===== config.mk =====
export PLATFORM = sky130hd
export DESIGN_NAME = store_commit_drain
export DESIGN_NICKNAME = d
export VERILOG_FILES = /design/src/rtl/store_commit_drain.sv
export SDC_FILE = /design/constraint.sdc
export NUM_CORES = 1
export LEC_CHECK = 0
export CAP_MARGIN = 20
export CORE_MARGIN = 5
export CORE_UTILIZATION = 55
export DETAILED_ROUTE_END_ITERATION = 10
export MAX_ROUTING_LAYER = met4
export PLACE_DENSITY = 0.83
export SLEW_MARGIN = 30
export SYNTH_ARGS = -nofsm -noshare
export SYNTH_HDL_FRONTEND = slang
export SYNTH_SLANG_ARGS = --single-unit

===== constraint.sdc =====
create_clock -name clk -period 4.4 [get_ports clk]
set_clock_uncertainty 0.15 [all_clocks]
set_input_delay 0.66 -clock clk [delete_from_list [all_inputs] [get_ports clk]]
set_output_delay 0.66 -clock clk [all_outputs]
set_load 0.01 [all_outputs]

===== src/rtl/store_commit_drain.sv =====
// Commit-FIFO drain for retired stores: captures stores from the store queue, writes them
// to data memory in retire order over req/gnt/ack, then frees the store queue entry.
// Optional statistics counters are enabled by defining STORE_DRAIN_STATS_EN.
module store_commit_drain #(
  parameter int ADDR_WIDTH = 32,
  parameter int DATA_WIDTH = 32,
  parameter int FIFO_DEPTH = 16,
  parameter int CQ_DEPTH   = 4,
  localparam int IDW       = $clog2(FIFO_DEPTH)
) (
  input  logic                  clk,
  input  logic                  rst_n,
  input  logic                  retire_store_valid,
  input  logic [IDW-1:0]        retire_store_id,
  output logic [IDW-1:0]        sq_rd_id,
  input  logic [ADDR_WIDTH-1:0] sq_rd_addr,
  input  logic [DATA_WIDTH-1:0] sq_rd_data,
  input  logic [1:0]            sq_rd_size,
  output logic                  cq_full,
  output logic                  mem_req,
  output logic [ADDR_WIDTH-1:0] mem_addr,
  output logic [DATA_WIDTH-1:0] mem_wdata,
  output logic [3:0]            mem_wstrb,
  input  logic                  mem_gnt,
  input  logic                  mem_ack,
  output logic                  sq_free_valid,
  output logic [IDW-1:0]        sq_free_id,
  output logic                  drain_empty,
  output logic                  cq_overflow
`ifdef STORE_DRAIN_STATS_EN
  ,output logic [31:0]          stat_stores
  ,output logic [31:0]          stat_stall_cyc
`endif
);

  localparam int PW = $clog2(CQ_DEPTH);
  localparam int CW = PW + 1;
  localparam logic [CW-1:0] FULL_CNT = CW'(CQ_DEPTH);

  typedef enum logic [1:0] {S_IDLE, S_REQ, S_WAIT, S_FREE} state_t;

  state_t state, state_next;

  logic [IDW-1:0]        q_id   [CQ_DEPTH];
  logic [ADDR_WIDTH-1:0] q_addr [CQ_DEPTH];
  logic [DATA_WIDTH-1:0] q_data [CQ_DEPTH];
  logic [1:0]            q_size [CQ_DEPTH];

  logic [PW-1:0] wr_ptr, rd_ptr;
  logic [CW-1:0] count, count_next;
  logic          push, pop;

  logic [IDW-1:0]        head_id;
  logic [ADDR_WIDTH-1:0] head_addr;
  logic [DATA_WIDTH-1:0] head_data;
  logic [1:0]            head_size;
  logic [1:0]            head_o;
  logic [3:0]            lane_strb;
  logic [DATA_WIDTH-1:0] lane_data;

  assign sq_rd_id = retire_store_id;
  assign push     = retire_store_valid && (count != FULL_CNT);

  assign head_id   = q_id[rd_ptr];
  assign head_addr = q_addr[rd_ptr];
  assign head_data = q_data[rd_ptr];
  assign head_size = q_size[rd_ptr];

  // Payload storage needs no reset: entries are only read once count says they are valid.
  always_ff @(posedge clk) begin
    if (push) begin
      q_id[wr_ptr]   <= retire_store_id;
      q_addr[wr_ptr] <= sq_rd_addr;
      q_data[wr_ptr] <= sq_rd_data;
      q_size[wr_ptr] <= sq_rd_size;
    end
  end

  always_comb begin
    count_next = count;
    case ({push, pop})
      2'b10:   count_next = count + 1'b1;
      2'b01:   count_next = count - 1'b1;
      default: count_next = count;
    endcase
  end

  always_ff @(posedge clk or negedge rst_n) begin
    if (!rst_n) begin
      wr_ptr      <= '0;
      rd_ptr      <= '0;
      count       <= '0;
      cq_full     <= 1'b0;
      cq_overflow <= 1'b0;
    end else begin
      if (push) wr_ptr <= wr_ptr + 1'b1;
      if (pop)  rd_ptr <= rd_ptr + 1'b1;
      count   <= count_next;
      cq_full <= (count_next == FULL_CNT);
      if (retire_store_valid && (count == FULL_CNT)) cq_overflow <= 1'b1;
    end
  end

  always_ff @(posedge clk or negedge rst_n) begin
    if (!rst_n) state <= S_IDLE;
    else        state <= state_next;
  end

  always_comb begin
    state_next = state;
    case (state)
      S_IDLE:  if (count != '0) state_next = S_REQ;
      S_REQ:   if (mem_gnt) state_next = mem_ack ? S_FREE : S_WAIT;
      S_WAIT:  if (mem_ack) state_next = S_FREE;
      S_FREE:  state_next = S_IDLE;
      default: state_next = S_IDLE;
    endcase
  end

  // Misaligned halves/words and the reserved size go out with an all-zero strobe.
  always_comb begin
    head_o    = head_addr[1:0];
    lane_strb = '0;
    lane_data = head_data;
    case (head_size)
      2'd0: begin
        lane_strb = 4'b0001 << head_o;
        lane_data = {4{head_data[7:0]}};
      end
      2'd1: begin
        if (!head_o[0]) lane_strb = 4'b0011 << head_o;
        lane_data = {2{head_data[15:0]}};
      end
      2'd2:    if (head_o == 2'd0) lane_strb = 4'b1111;
      default: lane_strb = '0;
    endcase
  end

  always_comb begin
    mem_req       = 1'b0;
    mem_addr      = '0;
    mem_wdata     = '0;
    mem_wstrb     = '0;
    sq_free_valid = 1'b0;
    sq_free_id    = '0;
    pop           = 1'b0;
    case (state)
      S_REQ: begin
        mem_req   = 1'b1;
        mem_addr  = {head_addr[ADDR_WIDTH-1:2], 2'b00};
        mem_wdata = lane_data;
        mem_wstrb = lane_strb;
      end
      S_FREE: begin
        sq_free_valid = 1'b1;
        sq_free_id    = head_id;
        pop           = 1'b1;
      end
      default: ;
    endcase
    drain_empty = (count == '0) && (state == S_IDLE);
  end

`ifdef STORE_DRAIN_STATS_EN
  always_ff @(posedge clk or negedge rst_n) begin
    if (!rst_n) begin
      stat_stores    <= '0;
      stat_stall_cyc <= '0;
    end else begin
      if (state == S_FREE)             stat_stores    <= stat_stores + 32'd1;
      if (state == S_REQ && !mem_gnt)  stat_stall_cyc <= stat_stall_cyc + 32'd1;
    end
  end
`endif

endmodule


### Word-level counts from Yosys, hierarchy flattened

Memories as Yosys holds them, arrays and structs flattened.
Cells that the tools add are included.

| word-level totals | value |
|---|---|
| register bits after elaboration | 11 |
| bits in writable memories | 280 |
| output and inout bits | 81 |
| memories | 4 |

| operators by class | value |
|---|---|
| add/subtract/negate cells | 4 |
| equal/unequal tests | 13 |
| shift-type cells | 2 |
| multiplexer cells | 18 |
| reductions and logical operators | 9 |

Memory list:

| memory | depth | bits a word | read ports | clocked after memory_dff | wr ports | RTL line | text |
|---|---|---|---|---|---|---|---|
| q_addr | 4 | 32 | 1 | 0 | 1 | 45 | `logic [ADDR_WIDTH-1:0] q_addr [CQ_DEPTH];` |
| q_data | 4 | 32 | 1 | 0 | 1 | 46 | `logic [DATA_WIDTH-1:0] q_data [CQ_DEPTH];` |
| q_id | 4 | 4 | 1 | 0 | 1 | 44 | `logic [IDW-1:0] q_id [CQ_DEPTH];` |
| q_size | 4 | 2 | 1 | 0 | 1 | 47 | `logic [1:0] q_size [CQ_DEPTH];` |

Operator list:

| operator | number |
|---|---|
| 32-bit two-way mux | 2 |
| 32-bit one-hot mux with 2 select lines | 1 |
| 4-bit two-way mux | 4 |
| 4-bit one-hot mux with 3 select lines | 1 |
| 2-bit == test, second input constant | 4 |
| 2-bit one-hot mux with 4 select lines | 1 |
| 2-bit by 1-bit == test with 1-bit output, second input constant | 3 |
| 3-bit == test, second input constant | 2 |
| 2-bit zero test | 3 |
| 2-bit two-way mux | 3 |
| 2-bit != test, second input constant | 3 |
| 3-bit one-hot mux with 2 select lines | 1 |
| 1-bit two-way mux | 5 |
| 2-bit by 1-bit adder with 2-bit output, second input constant | 2 |
| 1-bit by 2-bit left shift with 4-bit output, first input constant | 1 |
| 2-bit by 2-bit left shift with 4-bit output, first input constant | 1 |
| 3-bit by 1-bit adder with 3-bit output, second input constant | 1 |
| 1-bit logical AND | 3 |
| 3-bit zero test | 1 |
| 3-bit != test, second input constant | 1 |
| 3-bit AND reduction | 1 |
| 3-bit nonzero test | 1 |
| 3-bit by 1-bit subtractor with 3-bit output, second input constant | 1 |

### Longest topological paths before layout

Gate-level depths: netlist (run 1).

| logic depth | value |
|---|---|
| word-level depth | 5 |
| mapped depth | 9 |

### Least setup slack after synthesis (run 1)

OpenSTA, ideal clock, no wires.

| timing path | value |
|---|---|
| path kind | input port to flip-flop |
| start | input retire_store_valid |
| end | memory q_addr[0][0] (enable) |
| library setup time | 436 ps |
| arrival time | 2711 ps |
| slack | 1104 ps |
| cell stages on the path | 2 |
| cell sequence | a21boi_1 -> and2_1 |

| between the ends | value |
|---|---|
| longest elaborated chain between the ends | 3 |

RTL lines:

| what | RTL line | text |
|---|---|---|
| from (decl) | 13 | `input logic retire_store_valid,` |
| 1-bit logical AND | 62 | `assign push = retire_store_valid && (count != FULL_CNT);` |
| 1-bit two-way mux | 71 | `if (push) begin` |
| 1-bit two-way mux (implied by the code) | 73 | `q_addr[wr_ptr] <= sq_rd_addr;` |
| to (decl) | 45 |  |

No other way between the ends.

### Worst setup path in the final report (run 1)

| timing path | value |
|---|---|
| start | register rd_ptr[0] |
| end | output mem_wstrb[2] |

| between the ends | value |
|---|---|
| longest elaborated chain between the ends | 5 |
| elaborated cells between the ends (all ways) | 12 |
| those cells by class | eq/ne: 2; shift: 2; mux: 4; reduce/logical: 2; memory: 2 |

RTL lines:

| what | RTL line | text |
|---|---|---|
| from (decl) | 49 | `logic [PW-1:0] wr_ptr, rd_ptr;` |
| from (signal assigned) | 97 | `if (pop) rd_ptr <= rd_ptr + 1'b1;` |
| memory read 4 x 32 bit | n/a |  |
| 2-bit by 2-bit left shift with 4-bit output / 2-bit zero test (equally long branches) | 131, 134 |  |
| 4-bit two-way mux, on equally long branches | 131, 134 |  |
| 4-bit one-hot mux with 3 select lines * | 125 | `case (head_size)` |
| 4-bit two-way mux * | 147 | `case (state)` |
| to (decl) | 23 | `output logic [3:0] mem_wstrb,` |

Mark *: on every way between the ends. The rest lies on a longest branch, timed or not.

==> metrics, run 1 <==
Worst Hold Class in2async; Starting DRT DRC Count 387; Final Critical Period 4.14 ns; RSZ-0062 raised after global routing no; GRT Total Usage 19.1%; Routed Wire Length 22600 um; DR pass1 iterations 4; R2R setup slack around 1.9 ns; H-tree levels 1; max_cap viols 0; input/output buffers roughly 150; post-synthesis register bit count just under 300; Pint 6930 uW; Nets 811; crit path launch type flip-flop; Switching Fraction 29.7%; initial antenna violation count 3; core footprint 21000 sq um; FP Rows 53; Crit. Startpoint rd_ptr[0]$_DFFE_PN0N_; routed vias/inst 5.72; P per Cell Area 681 nW/um^2; Area Growth Syn to Fin 23.8%; Antenna Nets Post-Route 0; final setup violation count 0; routed len/inst ~22 um; worst r2r dst cq_full$_DFF_PN0_; Clk pwr share 24.1%; reg-to-reg critical path startpoint count[0]$_DFF_PN0_; sequential fraction of design power 39.4%; Final Cycle Share 94.1%; leakage 0.00485 uW; NetSw 2930 uW; Max-slew headroom 54.6%; asr flop ratio synth 3.78%; TritonCTS clock tree yes; Residual DRC 0; worst slew pin tran 0.681 ns; TritonCTS sink count 291; die area 24300 sq um; post-layout util between 60% and 70%; Yosys top cell area share 71.9%; cell area after synthesis 11700 sq um; top post-synthesis cells by count edfxtp_1, mux4_2, and2_1; Starting Density between 50% and 60%; grt total ovfl 0; vias in the first global route 6141; CTS resizes 0; R2R depth 9; Synth cell types 37; EDFF count, synth 280; clock-pin slew on the worst setup and hold paths approximately 0.060 ns; FILL cells 1318; Post-synth top flop edfxtp_1; critical path class reg2out; root buf cell clkbuf_16; design area approximately 14000 sq um; CP Max Fanout 31; worst vdd ir 356 uV; ranking of synthesized cells by area edfxtp_1, mux4_2, and2_1; fmax 0.241 GHz; total negative slack 0 ns; status completed; Final HPWL DP 14500 um; syn_area_per_cell slightly above 20 sq um; Vias 5850; DP Area ~14000 sq um; Die Ht ~160 um; Comb pwr share 36.5%; placer congestion estimate roughly 0.81; Worst EP arrival between 3 and 4 ns; clk_lat worst skew 0.52 ns; most frequent cell after synthesis edfxtp_1; first-pass GRT wire length 34700 um; die width 156 um; I/O pins 156; hold_buf cts 0; CP Capture Type output port; Seq/Total Area, Yosys around 74%; largest net degree at the start of global routing 67; share of cells above drive strength 1 a little under a fifth; Warnings, synthesis 0; Synth area leader edfxtp_1; Longest Clk Path Bufs 3; Final Max Slew Viols 0; required time worst endpoint about 3.6 ns; Post-CTS Setup Inserts 0; Hold Fails Final Rpt 0; CTS Buf Count 29; post-synthesis cell count roughly 570
[area by class of cell]
class	count	area, sq um	share of cell area (%)
sequential	291	8690	60.0
timing repair buffer	164	1680	11.6
multi-input combinational	229	2790	19.3
inverter	10	37.5	0.259
antenna	3	7.51	0.0518
clock buffer	34	744	5.14
tap	275	344	2.38
clock inverter	17	183	1.26
[worst max-delay path by stage]
stage / depth (start not counted) / endpoint
6_report: 4 / mem_wstrb[2]
5_1_grt: 6 / mem_wdata[30]
4_1_cts: 6 / mem_wdata[30]
3_5_place_dp: 4 / mem_wstrb[2]
3_3_place_gp: 6 / mem_wdata[30]
2_1_floorplan: 2 / q_addr[0][0]$_DFFE_PP_
[metrics by stage]
step | hold WS (ns) | power [uW] | setup WS [ns] | std cells
6_report | 0.326 | 9860 | 0.258 | 1023
5_1_grt | 0.344 | 10400 | 0.0667 | 1023
4_1_cts | 0.315 | 9940 | 0.195 | 1019
3_5_place_dp | 0.314 | 7540 | 0.775 | 968
3_3_place_gp | 0.306 | 7400 | 0.811 | 968
2_1_floorplan | 0.214 | 6180 | 1.10 | 566
[logic make-up (layout without fill, tap and decap cells)]
family                   after synthesis  in the layout  share of synthesized area (%)
other                                  1              5                         0.0321
AND/OR/NAND/NOR                       84             84                           4.49
adder cells (fa/ha/maj)               11             11                           1.24
flip-flops                           291            291                           74.2
buffers and inverters                 46            225                           2.10
XOR/XNOR                               6              6                          0.449
multiplexers                          88             88                           15.2
AO/OA/AOI/OAI                         38             38                           2.32
[metal layers]
metal	share of wire [%]	vias to the layer above	global-route usage, %	routed length (um)
met2	50	222	30.5	11200
li1	-	2603	-	-
met3	8.3	30	4.22	1870
met4	1.4	0	3.71	308
met1	41	2995	25.8	9230
met5	0	-	-	0
[cell usage in the layout (no fill, tap or decap), types with 9 or more instances in the layout]
cell type,Yosys,routed
clkdlybuf4s50_1,0,153
ha_1,10,9
mux4_2,69,69
nand2b_1,9,9
o21ai_0,11,11
and2_1,46,42
edfxtp_1,280,280
nor2_1,11,11
dfrtp_1,11,9
inv_1,9,9
clkbuf_16,0,29
mux2_2,10,10
o211a_1,9,9
or3b_1,9,9
[worst max-delay path, stage by stage (launching register included)]
cell	delay, ns
dfrtp_4	0.69
mux4_2	0.82
or3b_1	0.49
a211oi_2	0.21
clkdlybuf4s50_1	0.59
[state kept, by name, summed over array words and instances, names as in the netlist]
name / flops
wr_ptr: 2
cq_overflow: 1
rd_ptr: 2
q_addr: 128
cq_full: 1
state: 2
q_id: 16
q_size: 8
count: 3
q_data: 128
[power groups by stage]
stage / Combinational [uW] / Sequential, uW / Clock (uW)
2_1_floorplan: 2330 / 3850 / 0
3_3_place_gp: 3510 / 3900 / 0
3_5_place_dp: 3590 / 3950 / 0
4_1_cts: 3620 / 3890 / 2430
5_1_grt: 3860 / 3940 / 2550
6_report: 3600 / 3880 / 2380
(Power assumes the default switching activity.)
==> inputs of run 2 (changes only) <==
--- a/config.mk
+++ b/config.mk
@@ -5,12 +5,11 @@
 export SDC_FILE = /design/constraint.sdc
 export NUM_CORES = 1
 export LEC_CHECK = 0
-export CAP_MARGIN = 20
 export CORE_MARGIN = 5
-export CORE_UTILIZATION = 55
+export CORE_UTILIZATION = 50
 export DETAILED_ROUTE_END_ITERATION = 10
 export MAX_ROUTING_LAYER = met4
-export PLACE_DENSITY = 0.83
+export PLACE_DENSITY_LB_ADDON = 0.25
 export SLEW_MARGIN = 30
 export SYNTH_ARGS = -nofsm -noshare
 export SYNTH_HDL_FRONTEND = slang
==> constraint.sdc (replaced) <==
create_clock -name clk -period 3.8 [get_ports clk]
set_clock_uncertainty 0.15 [all_clocks]
set_input_delay 0.57 -clock clk [delete_from_list [all_inputs] [get_ports clk]]
set_output_delay 0.57 -clock clk [all_outputs]
set_load 0.01 [all_outputs]
==> run 2 against run 1 <==
Hold slack got worse by 0.094 ns. Flip-flop and latch count unchanged. Total power grew 19%. Core utilization decreased by 5.6 points. Critical endpoint is now mem_wstrb[0]. Combinational power rose by 21%. Routed wire length up 6.8%. Via count grew 0.56%. Clock-buffer cell count up 3. Critical path depth unchanged.
==> metrics, run 2 (same netlist as run 1, synthesis figures left out) <==
status completed (unchanged); Switching Fraction 29.9% (was 29.7%); most common cell after layout, fill and taps aside edfxtp_1 (unchanged); worst r2r dst cq_full$_DFF_PN0_ (unchanged); root buf cell clkbuf_16 (unchanged); Comb pwr share 37.2% (was 36.5%); critical path class reg2out (unchanged); R2R depth 9 (unchanged); Hold WS 0.232 ns (was 0.326 ns); Residual DRC 0 (unchanged); H-tree levels 1 (unchanged); placer congestion estimate 0.805 (about the same); DR pass1 iterations 6 (was 4); Longest Clk Path Bufs 3 (unchanged); clk_lat worst skew 0.53 ns (was 0.52 ns); Final Cycle Share 96.4%; R2R setup slack 1.16 ns (was 1.88 ns); Max-slew headroom 56.6% (was 54.6%); die width 163 um (was 156 um); core footprint 23300 sq um (was 21000 sq um); grt total ovfl 0 (unchanged); Final Critical Period 3.66 ns; DP Area 13600 sq um (was 13500 sq um); worst vdd ir 462 uV (was 356 uV); initial antenna violation count 3 (unchanged); crit path launch type flip-flop (unchanged); Routed Wire Length 24200 um (was 22600 um); max_cap viols 0 (unchanged); CP Max Fanout 19 (was 31); GRT Total Usage 18.2% (was 19.1%); Final Max Slew Viols 0 (unchanged); Starting Density 50.3% (was 55.8%); input/output buffers 153 (unchanged); I/O pins 156 (unchanged); sequential fraction of design power 38.1% (was 39.4%); design area 14800 sq um (was 14500 sq um); share of cells above drive strength 1 20.8% (was 18.5%); RSZ-0062 raised after global routing no (unchanged); Top Registers q_addr (128), q_data (128), q_id (16) (unchanged); Die Ht 163 um (was 156 um); Antenna Nets Post-Route 0 (unchanged); Worst Hold Class in2async (unchanged); Clk pwr share 24.8% (was 24.1%); die area 26600 sq um (was 24300 sq um); final setup violation count 0 (unchanged); TritonCTS sink count 291 (unchanged); routed len/inst 22.2 um (was 22.1 um); hold_buf cts 0 (unchanged); clock-pin slew on the worst setup and hold paths 0.06 ns (about the same); NetSw 3520 uW (was 2930 uW); FP Rows 56 (was 53); Final HPWL DP 15300 um (was 14500 um); Vias 5883 (was 5850); Worst EP arrival 2.94 ns (was 3.33 ns); leakage 0.00500 uW (was 0.00485 uW); most frequent cells in the layout edfxtp_1, clkdlybuf4s50_1, mux4_2, and2_1, clkbuf_16 (unchanged); first-pass GRT wire length 36100 um (was 34700 um); vias in the first global route 6288 (was 6141); Hold Fails Final Rpt 0 (unchanged); P per Cell Area 796 nW/um^2 (was 681 nW/um^2); worst slew pin tran 0.649 ns (was 0.681 ns); largest net degree at the start of global routing 51 (was 67); Nets 829 (was 811); Area Growth Syn to Fin 26.2% (was 23.8%); CTS Buf Count 29 (unchanged); reg-to-reg critical path startpoint count[0]$_DFF_PN0_ (unchanged); TritonCTS clock tree yes (unchanged); Starting DRT DRC Count 394 (was 387); required time worst endpoint 3.08 ns (was 3.59 ns); routed vias/inst 5.41 (was 5.72); Pint 8240 uW (was 6930 uW); CP Capture Type output port (unchanged); fmax around 0.27 GHz
==> run 2: changes by cell type in the layout (fill, tap and decap cells not counted), sizes merged <==
| cell | previous run | this run |
|---|---|---|
| dlygate4sd2 | 0 | 9 |
| clkbuf | 34 | 37 |
| buf | 11 | 27 |
| clkdlybuf4s50 | 153 | 144 |
| clkinvlp | 0 | 2 |
| mux4 | 70 | 72 |
| bufinv | 4 | 5 |
| clkinv | 13 | 10 |
==> run 2: how the worst max path moves through the flow <==
stage / slack, ns / cells after the start / endpoint / startpoint
3_3_place_gp: 0.45 / 6 / mem_wdata[22] / rd_ptr[0]$_DFFE_PN0N_
4_1_cts: -0.03 / 6 / mem_wdata[22] / rd_ptr[0]$_DFFE_PN0N_
3_5_place_dp: 0.46 / 6 / mem_wdata[22] / rd_ptr[0]$_DFFE_PN0N_
6_report: 0.14 / 4 / mem_wstrb[0] / rd_ptr[0]$_DFFE_PN0N_
2_1_floorplan: 0.59 / 2 / q_addr[0][0]$_DFFE_PP_ / retire_store_valid
5_1_grt: 0.05 / 5 / mem_wdata[27] / rd_ptr[1]$_DFFE_PN0N_
==> run 2: power groups by stage <==
stage,Sequential (uW),Combinational (uW),Clock (uW)
after floorplan,4460,2700,0
after global placement,4480,4220,0
after detailed placement,4530,4290,0
after CTS,4470,4290,2970
after global routing,4530,4710,3120
final,4480,4370,2920
==> run 2: layout make-up <==
cell class	count	area [sq um]
clock inverters	17	213
clock buffers	37	776
diodes	3	7.51
multi-input cells	231	2840
inverters	10	37.5
fillers	1670	8490
repair buffers	180	1810
well taps	319	399
flip-flops and latches	291	8690
==> run 2: repair_timing <==
| item | 4_1_cts | 5_1_grt |
|---|---|---|
| buffers inserted | 0 | 9 |
| gates cloned | 0 | 2 |
| pin swaps | 0 | 0 |
| endpoints found under the setup margin | 15 | 16 |
| gates resized for setup | 11 | 5 |
==> run 2: per-layer routing <==
metal	GRT usage, %	part of all wire (%)	wire [um]	vias up
li1	-	-	-	2651
met1	24.7	43	10500	3011
met2	28.9	49	11700	193
met3	3.97	6.4	1550	28
met4	3.89	1.5	365	0
met5	-	0	0	-
==> run 2: stage by stage <==
stage	setup TNS (ns)	instances	setup WS [ns]	total power [uW]	util [%]
3_3_place_gp	0	1020	0.454	8700	58.7
5_1_grt	0	1088	0.0476	12400	63.5
6_report	0	1088	0.138	11800	63.5
2_1_floorplan	0	566	0.594	7160	-
3_5_place_dp	0	1020	0.462	8820	58.7
4_1_cts	-0.0433	1074	-0.0275	11700	62.9
==> run 2: worst max-delay path: stages (launching register included) <==
cell and delay (ns):
dfrtp_4 0.52, buf_4 0.17, mux4_2 0.66, a2111oi_0 0.44
clkdlybuf4s50_1 0.62
